===== src/rtl/tbot_timebase_pkg.sv =====
`default_nettype none
// ============================================================================
// Module   : tbot_timebase_pkg
// Brief    : Shared defaults and config FSM encoding for the tick scheduler.
// Revision : 1.0
// ============================================================================
package tbot_timebase_pkg;

  localparam int PRESCALE_DEF = 50;
  localparam int DIV_W_DEF    = 24;

  typedef enum logic [0:0] {
    IDLE  = 1'b0,
    APPLY = 1'b1
  } cfg_state_e;

endpackage : tbot_timebase_pkg
`default_nettype wire


===== src/rtl/tick_channel.sv =====
`default_nettype none
// ============================================================================
// Module   : tick_channel
// Brief    : One rate-divided channel: base-tick divider, tick pulse, square wave.
// Revision : 1.0
// ============================================================================
module tick_channel
  import tbot_timebase_pkg::*;
#(
  parameter int DIV_W = DIV_W_DEF
) (
  input  logic             clk,
  input  logic             rst,
  input  logic             i_base_tick,
  input  logic             i_en,
  input  logic             i_load,
  input  logic [DIV_W-1:0] i_load_div,
  output logic             o_tick,
  output logic             o_clk_div
);

  logic [DIV_W-1:0] r_div;
  logic [DIV_W-1:0] r_cnt;
  logic             r_tick;
  logic             r_clk_div;
  logic             w_running;
  logic             w_term;

  assign w_running = i_en && (r_div != '0);
  assign w_term    = (r_cnt == (r_div - DIV_W'(1)));

  always_ff @(posedge clk or posedge rst) begin
    if (rst) begin
      r_div     <= '0;
      r_cnt     <= '0;
      r_tick    <= 1'b0;
      r_clk_div <= 1'b0;
    end else if (i_load) begin
      // A load restarts the period and beats a coincident terminal count.
      r_div     <= i_load_div;
      r_cnt     <= '0;
      r_tick    <= 1'b0;
      r_clk_div <= w_running ? r_clk_div : 1'b0;
    end else if (!w_running) begin
      r_cnt     <= '0;
      r_tick    <= 1'b0;
      r_clk_div <= 1'b0;
    end else if (i_base_tick && w_term) begin
      r_cnt     <= '0;
      r_tick    <= 1'b1;
      r_clk_div <= ~r_clk_div;
    end else if (i_base_tick) begin
      r_cnt     <= r_cnt + DIV_W'(1);
      r_tick    <= 1'b0;
    end else begin
      r_tick    <= 1'b0;
    end
  end

  assign o_tick    = r_tick;
  assign o_clk_div = r_clk_div;

endmodule : tick_channel
`default_nettype wire


===== src/rtl/tick_scheduler.sv =====
`default_nettype none
// ============================================================================
// Module   : tick_scheduler
// Brief    : Prescaled base tick feeding NUM_CH divider channels, with a
//            handshake config path that applies loads on base-tick boundaries.
// Revision : 1.0
// ============================================================================
module tick_scheduler
  import tbot_timebase_pkg::*;
#(
  parameter int NUM_CH   = 4,
  parameter int CH_W     = 3,
  parameter int PRESCALE = PRESCALE_DEF,
  parameter int DIV_W    = DIV_W_DEF
) (
  input  logic              clk,
  input  logic              rst,
  input  logic              i_cfg_valid,
  output logic              o_cfg_ready,
  input  logic [CH_W-1:0]   i_cfg_ch,
  input  logic [DIV_W-1:0]  i_cfg_div,
  output logic              o_cfg_err,
  input  logic [NUM_CH-1:0] i_ch_en,
  output logic              o_base_tick,
  output logic [NUM_CH-1:0] o_tick,
  output logic [NUM_CH-1:0] o_clk_div
);

  localparam int              PS_W      = $clog2(PRESCALE);
  localparam logic [PS_W-1:0] c_PS_LAST = PS_W'(PRESCALE - 1);

  logic [PS_W-1:0]   r_presc;
  cfg_state_e        r_state;
  logic [CH_W-1:0]   r_pend_ch;
  logic [DIV_W-1:0]  r_pend_div;
  logic              r_cfg_err;
  logic              w_base_tick;
  logic              w_accept;
  logic              w_apply;
  logic              w_ch_bad;
  logic [NUM_CH-1:0] w_load;

  assign w_base_tick = (r_presc == c_PS_LAST);

  always_ff @(posedge clk or posedge rst) begin
    if (rst) begin
      r_presc <= '0;
    end else if (w_base_tick) begin
      r_presc <= '0;
    end else begin
      r_presc <= r_presc + PS_W'(1);
    end
  end

  assign w_accept = i_cfg_valid && (r_state == IDLE);
  assign w_apply  = (r_state == APPLY) && w_base_tick;
  assign w_ch_bad = (int'(r_pend_ch) >= NUM_CH);

  always_ff @(posedge clk or posedge rst) begin
    if (rst) begin
      r_state    <= IDLE;
      r_pend_ch  <= '0;
      r_pend_div <= '0;
      r_cfg_err  <= 1'b0;
    end else begin
      r_cfg_err <= w_apply && w_ch_bad;
      case (r_state)
        IDLE: begin
          if (w_accept) begin
            r_pend_ch  <= i_cfg_ch;
            r_pend_div <= i_cfg_div;
            r_state    <= APPLY;
          end
        end
        APPLY: begin
          if (w_base_tick) begin
            r_state <= IDLE;
          end
        end
        default: r_state <= IDLE;
      endcase
    end
  end

  // An out-of-range pending channel matches no index, so nothing loads.
  for (genvar i = 0; i < NUM_CH; i++) begin : g_ch
    assign w_load[i] = w_apply && (r_pend_ch == CH_W'(i));

    tick_channel #(
      .DIV_W (DIV_W)
    ) u_ch (
      .clk         (clk),
      .rst         (rst),
      .i_base_tick (w_base_tick),
      .i_en        (i_ch_en[i]),
      .i_load      (w_load[i]),
      .i_load_div  (r_pend_div),
      .o_tick      (o_tick[i]),
      .o_clk_div   (o_clk_div[i])
    );
  end

  assign o_cfg_ready = (r_state == IDLE);
  assign o_cfg_err   = r_cfg_err;
  assign o_base_tick = w_base_tick;

endmodule : tick_scheduler
`default_nettype wire


===== config.mk =====
export PLATFORM = sky130hd
export DESIGN_NAME = tick_scheduler
export DESIGN_NICKNAME = d
export VERILOG_FILES = /design/src/rtl/tbot_timebase_pkg.sv /design/src/rtl/tick_channel.sv /design/src/rtl/tick_scheduler.sv
export SDC_FILE = /design/constraint.sdc
export NUM_CORES = 1
export LEC_CHECK = 0
export ABC_AREA = 1
export CORE_MARGIN = 3
export CORE_UTILIZATION = 49
export CTS_CLUSTER_DIAMETER = 200
export CTS_CLUSTER_SIZE = 20
export DETAILED_ROUTE_END_ITERATION = 12
export PLACE_DENSITY_LB_ADDON = 0.25
export RECOVER_POWER = 100
export SYNTH_ARGS = -nofsm -noshare
export SYNTH_HDL_FRONTEND = slang
export SYNTH_HIERARCHICAL = 1
export SYNTH_SLANG_ARGS = --single-unit

===== constraint.sdc =====
create_clock -name clk -period 6.85 [get_ports clk]
set_clock_uncertainty 0.05 [all_clocks]
set_input_delay 0.685 -clock clk [delete_from_list [all_inputs] [get_ports clk]]
set_output_delay 0.685 -clock clk [all_outputs]
set_load 0.02 [all_outputs]

==> results of run 1 <==
## area by class of cell
class / count / area share, %
Clock buffer: 15 / 2.12
Clock inverter: 1 / 0.0425
Inverter: 321 / 6.82
Multi-Input combinational cell: 1886 / 51.9
Sequential cell: 235 / 33.3
Tap cell: 442 / 3.13
Timing Repair Buffer: 49 / 2.68
## Yosys cell counts (8+ instances only)
master    number  area share, %
nand2_1      858             19
inv_1        312            7.0
nor2_1       301            6.8
dfrtp_1      235             35
nand4_1      137            5.1
nand3_1      132            4.0
o21ai_0      121            3.6
xor2_1        69            3.6
clkbuf_1      36           0.81
nand2_2       33            1.2
xnor2_1       32            1.7
nor3_1        29           0.87
nor2_2        25           0.94
nor2_4        25            1.7
a21oi_1       23           0.69
nand3_2       22            1.3
nor4_1        20           0.75
buf_2         13           0.39
buf_6         13           0.88
buf_1         12           0.27
ha_1          10           0.75
inv_2          9           0.20
a31oi_1        8           0.30
nand2_4        8           0.54
nand3b_1       8           0.36
## logic make-up (layout without fill, tap and decap cells)
kind of cell               Yosys count  in the layout
AOI/OAI and AO/OA                  164            164
xor gates and xnor gates           101            101
adders and majority gates           10             10
buffers and inverters              398            386
DFF                                235            235
and+or+nand+nor                   1611           1611
## metal layers
metal / wire length (um) / vias up
met5: 0 / -
met4: 866 / 0
met3: 2580 / 48
met2: 20700 / 479
met1: 22000 / 7411
li1: - / 7907
## state kept, by name, indices dropped and copies added, names as in the netlist
signal               flops
g_ch.u_ch/r_div         96
g_ch.u_ch/o_clk_div      4
g_ch.u_ch/o_tick         4
r_pend_ch                3
r_state                  1
g_ch.u_ch/r_cnt         96
r_presc                  6
r_pend_div              24
o_cfg_err                1
## worst max-delay path, stage by stage (launching register included)
cell	delay, ps
dfrtp_1	410
inv_1	70
ha_1	170
nand2_2	50
nor2_1	920
nand3_1	430
nor2_4	920
inv_1	640
nand3_1	750
inv_2	380
nor2_1	200
nand4_1	110
nand2_1	90
## stage by stage
| step | hold slack [ps] | power [mW] | instance area, um2 | std cells |
|---|---|---|---|---|
| after floorplan | 406 | 1.44 | 16700 | 2519 |
| after global placement | 434 | 1.47 | 17300 | 2933 |
| after detailed placement | 440 | 1.47 | 17300 | 2933 |
| after CTS | 461 | 2.34 | 17700 | 2949 |
| after global routing | 492 | 2.39 | 17700 | 2949 |
| final | 467 | 2.31 | 17700 | 2949 |
## final timing paths
path                                               startpoint                            endpoint  slack [ps]  cells after the start
setup / recovery                         r_presc[1]$_DFF_PP0_  g_ch[0].u_ch/r_cnt[21]$_DFFE_PP0P_        1560                     12
hold / removal             g_ch[3].u_ch/r_div[23]$_DFFE_PP0P_  g_ch[3].u_ch/r_div[23]$_DFFE_PP0P_         470                      2
setup reg to reg                         r_presc[1]$_DFF_PP0_  g_ch[0].u_ch/r_cnt[21]$_DFFE_PP0P_        1560                     12
hold reg to reg            g_ch[3].u_ch/r_div[23]$_DFFE_PP0P_  g_ch[3].u_ch/r_div[23]$_DFFE_PP0P_         470                      2
max in group asynchronous                                 rst           r_pend_div[4]$_DFFE_PP0P_        4120                      3
min in group asynchronous                                 rst   g_ch[2].u_ch/r_div[6]$_DFFE_PP0P_        1370                      2
## power breakdown
| part | total [mW] | switching, mW | internal [mW] |
|---|---|---|---|
| sequential | 1.39 | 0 | 1.39 |
| combinational | 0.0510 | 0.0342 | 0.0169 |
| clock | 0.873 | 0.479 | 0.395 |
| total | 2.31 | 0.513 | 1.80 |
==> results.tsv, run 1 <==
stage	metric	value	unit
status	outcome	complete, but fails checks	
status	violations	capacitance limit, slew limit	
global_routing	grtUsageMet2	41.0	%
layout	antenna_cells	0	
die	coreArea	0.0330	mm2
clocking	hold_buffers	0	
route	drtIter0Drc	1181	
yosys	synthFlopType	dfrtp_1	
die	fp.dieH	191	um
sta	finalSetupTns	0	ps
clocking	clk_pin_slew	100	ps
global_routing	grt-busiest-layer	met2	
layout	most-common-layout-cells	nand2_1, inv_1, nor2_1	
yosys	synth_xor_area_share	5.30	%
clocking	cts_buffers	15	
worst_setup_path	path_max_fanout	53	
pwr	vdd_drop_max	175	uV
global_routing	grt_pass1_vias	14900	
sta	rsz0062_at_grt	no	
global_routing	antenna_found_initial	0	
worst_setup_path	path_class	flop to flop	
clocking	ctsResizeCount	0	
die	num_rows	66	
die	io_pins	45	
worst_setup_path	endpoint_kind	flop	
placement	dp_hpwl	34.1	mm
layout	nets	2552	
worst_setup_path	critPathLaunchType	flop	
global_routing	met3_usage	2.81	%
yosys	ys_ff_latch	235	
placement	pre_cts_ws	2500	ps
route	vias	15800	
yosys	avgSynthCellArea	6.62	um2
layout	regArea	0.00588	mm2
flow_run	drv_cap	5	
sta	final_max_slew_viol_count	240	
sta	hold_viol_final	0	
sta	slew-limit-headroom	-35.1	%
worst_hold_path	hp-class	flop to flop	
placement	io_buffer_count	44	
clocking	clkLatencyLatePin	500	ps
worst_setup_path	required	7250	ps
route	drt-total-wl	46.1	mm
yosys	yosysSeqAreaShare	35.2	%
die	start_util	50.5	%
global_routing	grt_pass1_wl	76.4	mm
die	dieArea	0.0363	mm2
global_routing	use_met1	37.3	%
sta	worst_pin_slew	2030	ps
yosys	synthMuxAreaShare	0	%
pwr	cellPowerDensity	131	mW/mm2
clocking	clk_path_buf_depth	3	
clocking	cts_setup_buffers	0	
pwr	leakage	9.72	nW
sta	worst_slack	1560	ps
yosys	yosys_warnings	6	
layout	post-route-util	53.5	%
layout	multi_input_area	0.00918	mm2
layout	final_common_cell	nand2_1	
route	wl_per_cell	15.6	um
yosys	yosysUniqueCellTypes	34	
worst_setup_path	crit_arrival	5690	ps
route	antenna_left	0	
die	die_x	191	um
route	drt_first_pass_iters	5	
yosys	synth_compound_area_share	5.13	%
global_routing	grt_use_total	25.4	%
yosys	synth-simple-area-share	43.9	%
global_routing	grt_max_degree	54	
layout	drive_gt1_share	5.94	%
layout	syn2layout_area_growth	5.92	%
route	drcViolationCount	0	
yosys	synthCells	2519	
clocking	root_buffer	clkbuf_16	
yosys	synthAdderAreaFrac	0.750	%
sta	period_needed	5290	ps
yosys	syn-cell-area	0.0167	mm2
yosys	syn_nets	2563	
sta	fmax	189	MHz
placement	place.gp.congestion	0.931	
route	via_per_inst	5.37	
yosys	synth_edf_count	0	
clocking	cts_tree	yes	
clocking	cts_num_sinks	235	
global_routing	overflow	0	
clocking	htreeDepth	1	
layout	fillCellCount	3290	
sta	setup_viol	0	
yosys	synth_top_family_by_area	simple AND/OR/NAND/NOR gates	
sta	period_share	77.2	%
yosys	async_reset_ff_share	100	%
Note: power is estimated with default switching activity, not from simulation.
==> run 2: changes to the inputs <==
==> constraint.sdc (replaced) <==
create_clock -name clk -period 5.05 [get_ports clk]
set_clock_uncertainty 0.05 [all_clocks]
set_input_delay 0.505 -clock clk [delete_from_list [all_inputs] [get_ports clk]]
set_output_delay 0.505 -clock clk [all_outputs]
set_load 0.02 [all_outputs]
==> run 2 against run 1 <==
The flow still finishes with violations (capacitance limit, slew limit). Fmax rose by 29%. Via count increased by 0.13%. Worst setup slack got worse by 600 ps. Sequential share of layout area up 0.057 points. Sequential cell count unchanged. Final area is 0.17% lower. Largest power group unchanged. Critical path type unchanged. Total power is 36% higher. Hold slack improved by 10 ps. Sequential power rose by 35%.
==> results.tsv, run 2 (same netlist as run 1, synthesis figures left out) <==
stage	metric	value	unit
status	outcome	complete, but fails checks	
status	violations	capacitance limit, slew limit	
clocking	clk_pin_slew	90	ps
global_routing	grt_max_degree	54	
worst_setup_path	endpoint_kind	flop	
worst_setup_path	path_class	flop to flop	
placement	detailed_place.area	0.0173	mm2
layout	final_common_cell	nand2_1	
die	coreArea	0.0330	mm2
route	drtIter0Drc	1298	
sta	rsz0062_at_grt	no	
route	wl_per_cell	15.8	um
flow_run	drv_cap	7	
placement	io_buffer_count	44	
pwr	p_seq_share	59.7	%
sta	setup_viol	0	
placement	place.gp.congestion	0.919	
worst_setup_path	r2r_start	r_presc[1]$_DFF_PP0_	
clocking	cts_buffers	15	
global_routing	grt_pass1_wl	76.7	mm
die	start_util	50.5	%
layout	fillCellCount	3318	
sta	period_share	81.0	%
layout	nets	2553	
sta	hold_viol_final	0	
layout	syn2layout_area_growth	5.74	%
sta	slew-limit-headroom	-38.5	%
die	io_pins	45	
layout	final_cells	2952	
pwr	p_comb_share	2.3	%
sta	worst_slack	959	ps
die	dieArea	0.0363	mm2
clocking	hold_buffers	0	
layout	most-common-layout-cells	nand2_1, inv_1, nor2_1	
route	vias	15900	
sta	hold_ws	478	ps
layout	fin_area	0.0176	mm2
layout	largestRegisters	g_ch.u_ch/r_cnt: 96 flops, g_ch.u_ch/r_div: 96 flops, r_pend_div: 24 flops	
sta	period_needed	4090	ps
clocking	cts_setup_buffers	0	
clocking	cts_tree	yes	
route	drt-total-wl	46.6	mm
sta	fmax	244	MHz
pwr	p_int	2.44	mW
layout	post-route-util	53.4	%
route	via_per_inst	5.37	
worst_setup_path	crit_arrival	4480	ps
route	antenna_left	0	
sta	finalSetupTns	0	ps
clocking	htreeDepth	1	
sta	final_max_slew_viol_count	363	
global_routing	grt_pass1_vias	14800	
layout	drive_gt1_share	5.62	%
clocking	clkLatencyLatePin	500	ps
worst_hold_path	holdPathEnd	g_ch[1].u_ch/r_div[23]$_DFFE_PP0P_	
placement	dp_hpwl	34.3	mm
pwr	leakage	9.67	nW
global_routing	antenna_found_initial	0	
worst_setup_path	required	5440	ps
worst_setup_path	critPathLaunchType	flop	
worst_setup_path	worstRegToRegCells	13	
clocking	clk_path_buf_depth	3	
worst_hold_path	hp-class	flop to flop	
worst_hold_path	hold_depth	2	
worst_setup_path	worst-r2r-setup-slack	960	ps
pwr	clkPwrFrac	38.0	%
sta	worst_pin_slew	2080	ps
worst_setup_path	path_max_fanout	53	
placement	pre_cts_ws	1310	ps
die	num_rows	66	
worst_setup_path	r2r-end	g_ch[2].u_ch/r_cnt[18]$_DFFE_PP0P_	
global_routing	grt_use_total	25.7	%
worst_hold_path	hp-start	g_ch[1].u_ch/r_div[23]$_DFFE_PP0P_	
pwr	p_sw	704	uW
pwr	total_power	3.15	mW
route	drt_first_pass_iters	6	
pwr	cellPowerDensity	178	mW/mm2
pwr	vdd_drop_max	221	uV
clocking	cts_num_sinks	235	
die	die_x	191	um
clocking	ctsResizeCount	0	
route	drcViolationCount	0	
clocking	root_buffer	clkbuf_16	
pwr	swShare	22.4	%
placement	placedCellCount	2934	
global_routing	overflow	0	
die	fp.dieH	191	um
## run 2: cell types whose count changed in the layout (fill, tap and decap cells not counted), moves of 2 or more
cell	previous run	this run
nor2_4	28	26
nor2_1	298	301
nand2_1	858	862
clkbuf_1	1	4
buf_4	4	2
nand2_4	8	5
## run 2: cell type report
class / count / area (um2) / share of cell area [%]
inverters: 321 / 1200 / 6.83
diodes: 1 / 2.50 / 0.0142
repair buffers: 50 / 470 / 2.67
clock buffers: 15 / 375 / 2.13
multi-input cells: 1886 / 9140 / 51.8
flip-flops and latches: 235 / 5880 / 33.3
clock inverters: 2 / 16.3 / 0.0922
well taps: 442 / 553 / 3.13
## run 2: worst max-delay path by stage
stage	startpoint	endpoint	slack (ps)	cells past startpoint
final	r_presc[1]$_DFF_PP0_	g_ch[2].u_ch/r_cnt[18]$_DFFE_PP0P_	960	13
after detailed placement	r_presc[1]$_DFF_PP0_	g_ch[2].u_ch/r_cnt[18]$_DFFE_PP0P_	1310	13
after CTS	r_presc[1]$_DFF_PP0_	g_ch[2].u_ch/r_cnt[18]$_DFFE_PP0P_	1280	13
after global routing	r_presc[1]$_DFF_PP0_	g_ch[2].u_ch/r_cnt[22]$_DFFE_PP0P_	530	13
after floorplan	r_presc[1]$_DFF_PP0_	g_ch[0].u_ch/r_cnt[16]$_DFFE_PP0P_	2700	18
after global placement	r_presc[1]$_DFF_PP0_	g_ch[2].u_ch/r_cnt[18]$_DFFE_PP0P_	1420	13
## run 2: critical path, cell delays in order, from the launching register on
cell	delay, ps
dfrtp_1	400
inv_1	60
ha_1	150
nand2_1	90
nor2_4	370
nand3_1	280
nor2_4	130
buf_4	410
inv_1	480
nand3_1	610
inv_1	540
nor2_1	220
nand4_1	120
nand2_1	90
## run 2: power groups by stage
stage / Clock, mW / Combinational, mW / Sequential, mW
floorplan: 0 / 0.0307 / 1.92
global placement: 0 / 0.0759 / 1.92
detailed placement: 0 / 0.0758 / 1.92
CTS: 1.24 / 0.0761 / 1.88
global route: 1.30 / 0.0817 / 1.88
finish: 1.19 / 0.0724 / 1.88
## run 2: per-layer routing
layer	GRT usage, %	share of wire, %	vias up
met5	0	0	-
li1	-	-	7915
met1	38.1	48	7409
met2	40.8	44	479
met4	5.90	2.1	0
met3	2.70	5.8	63
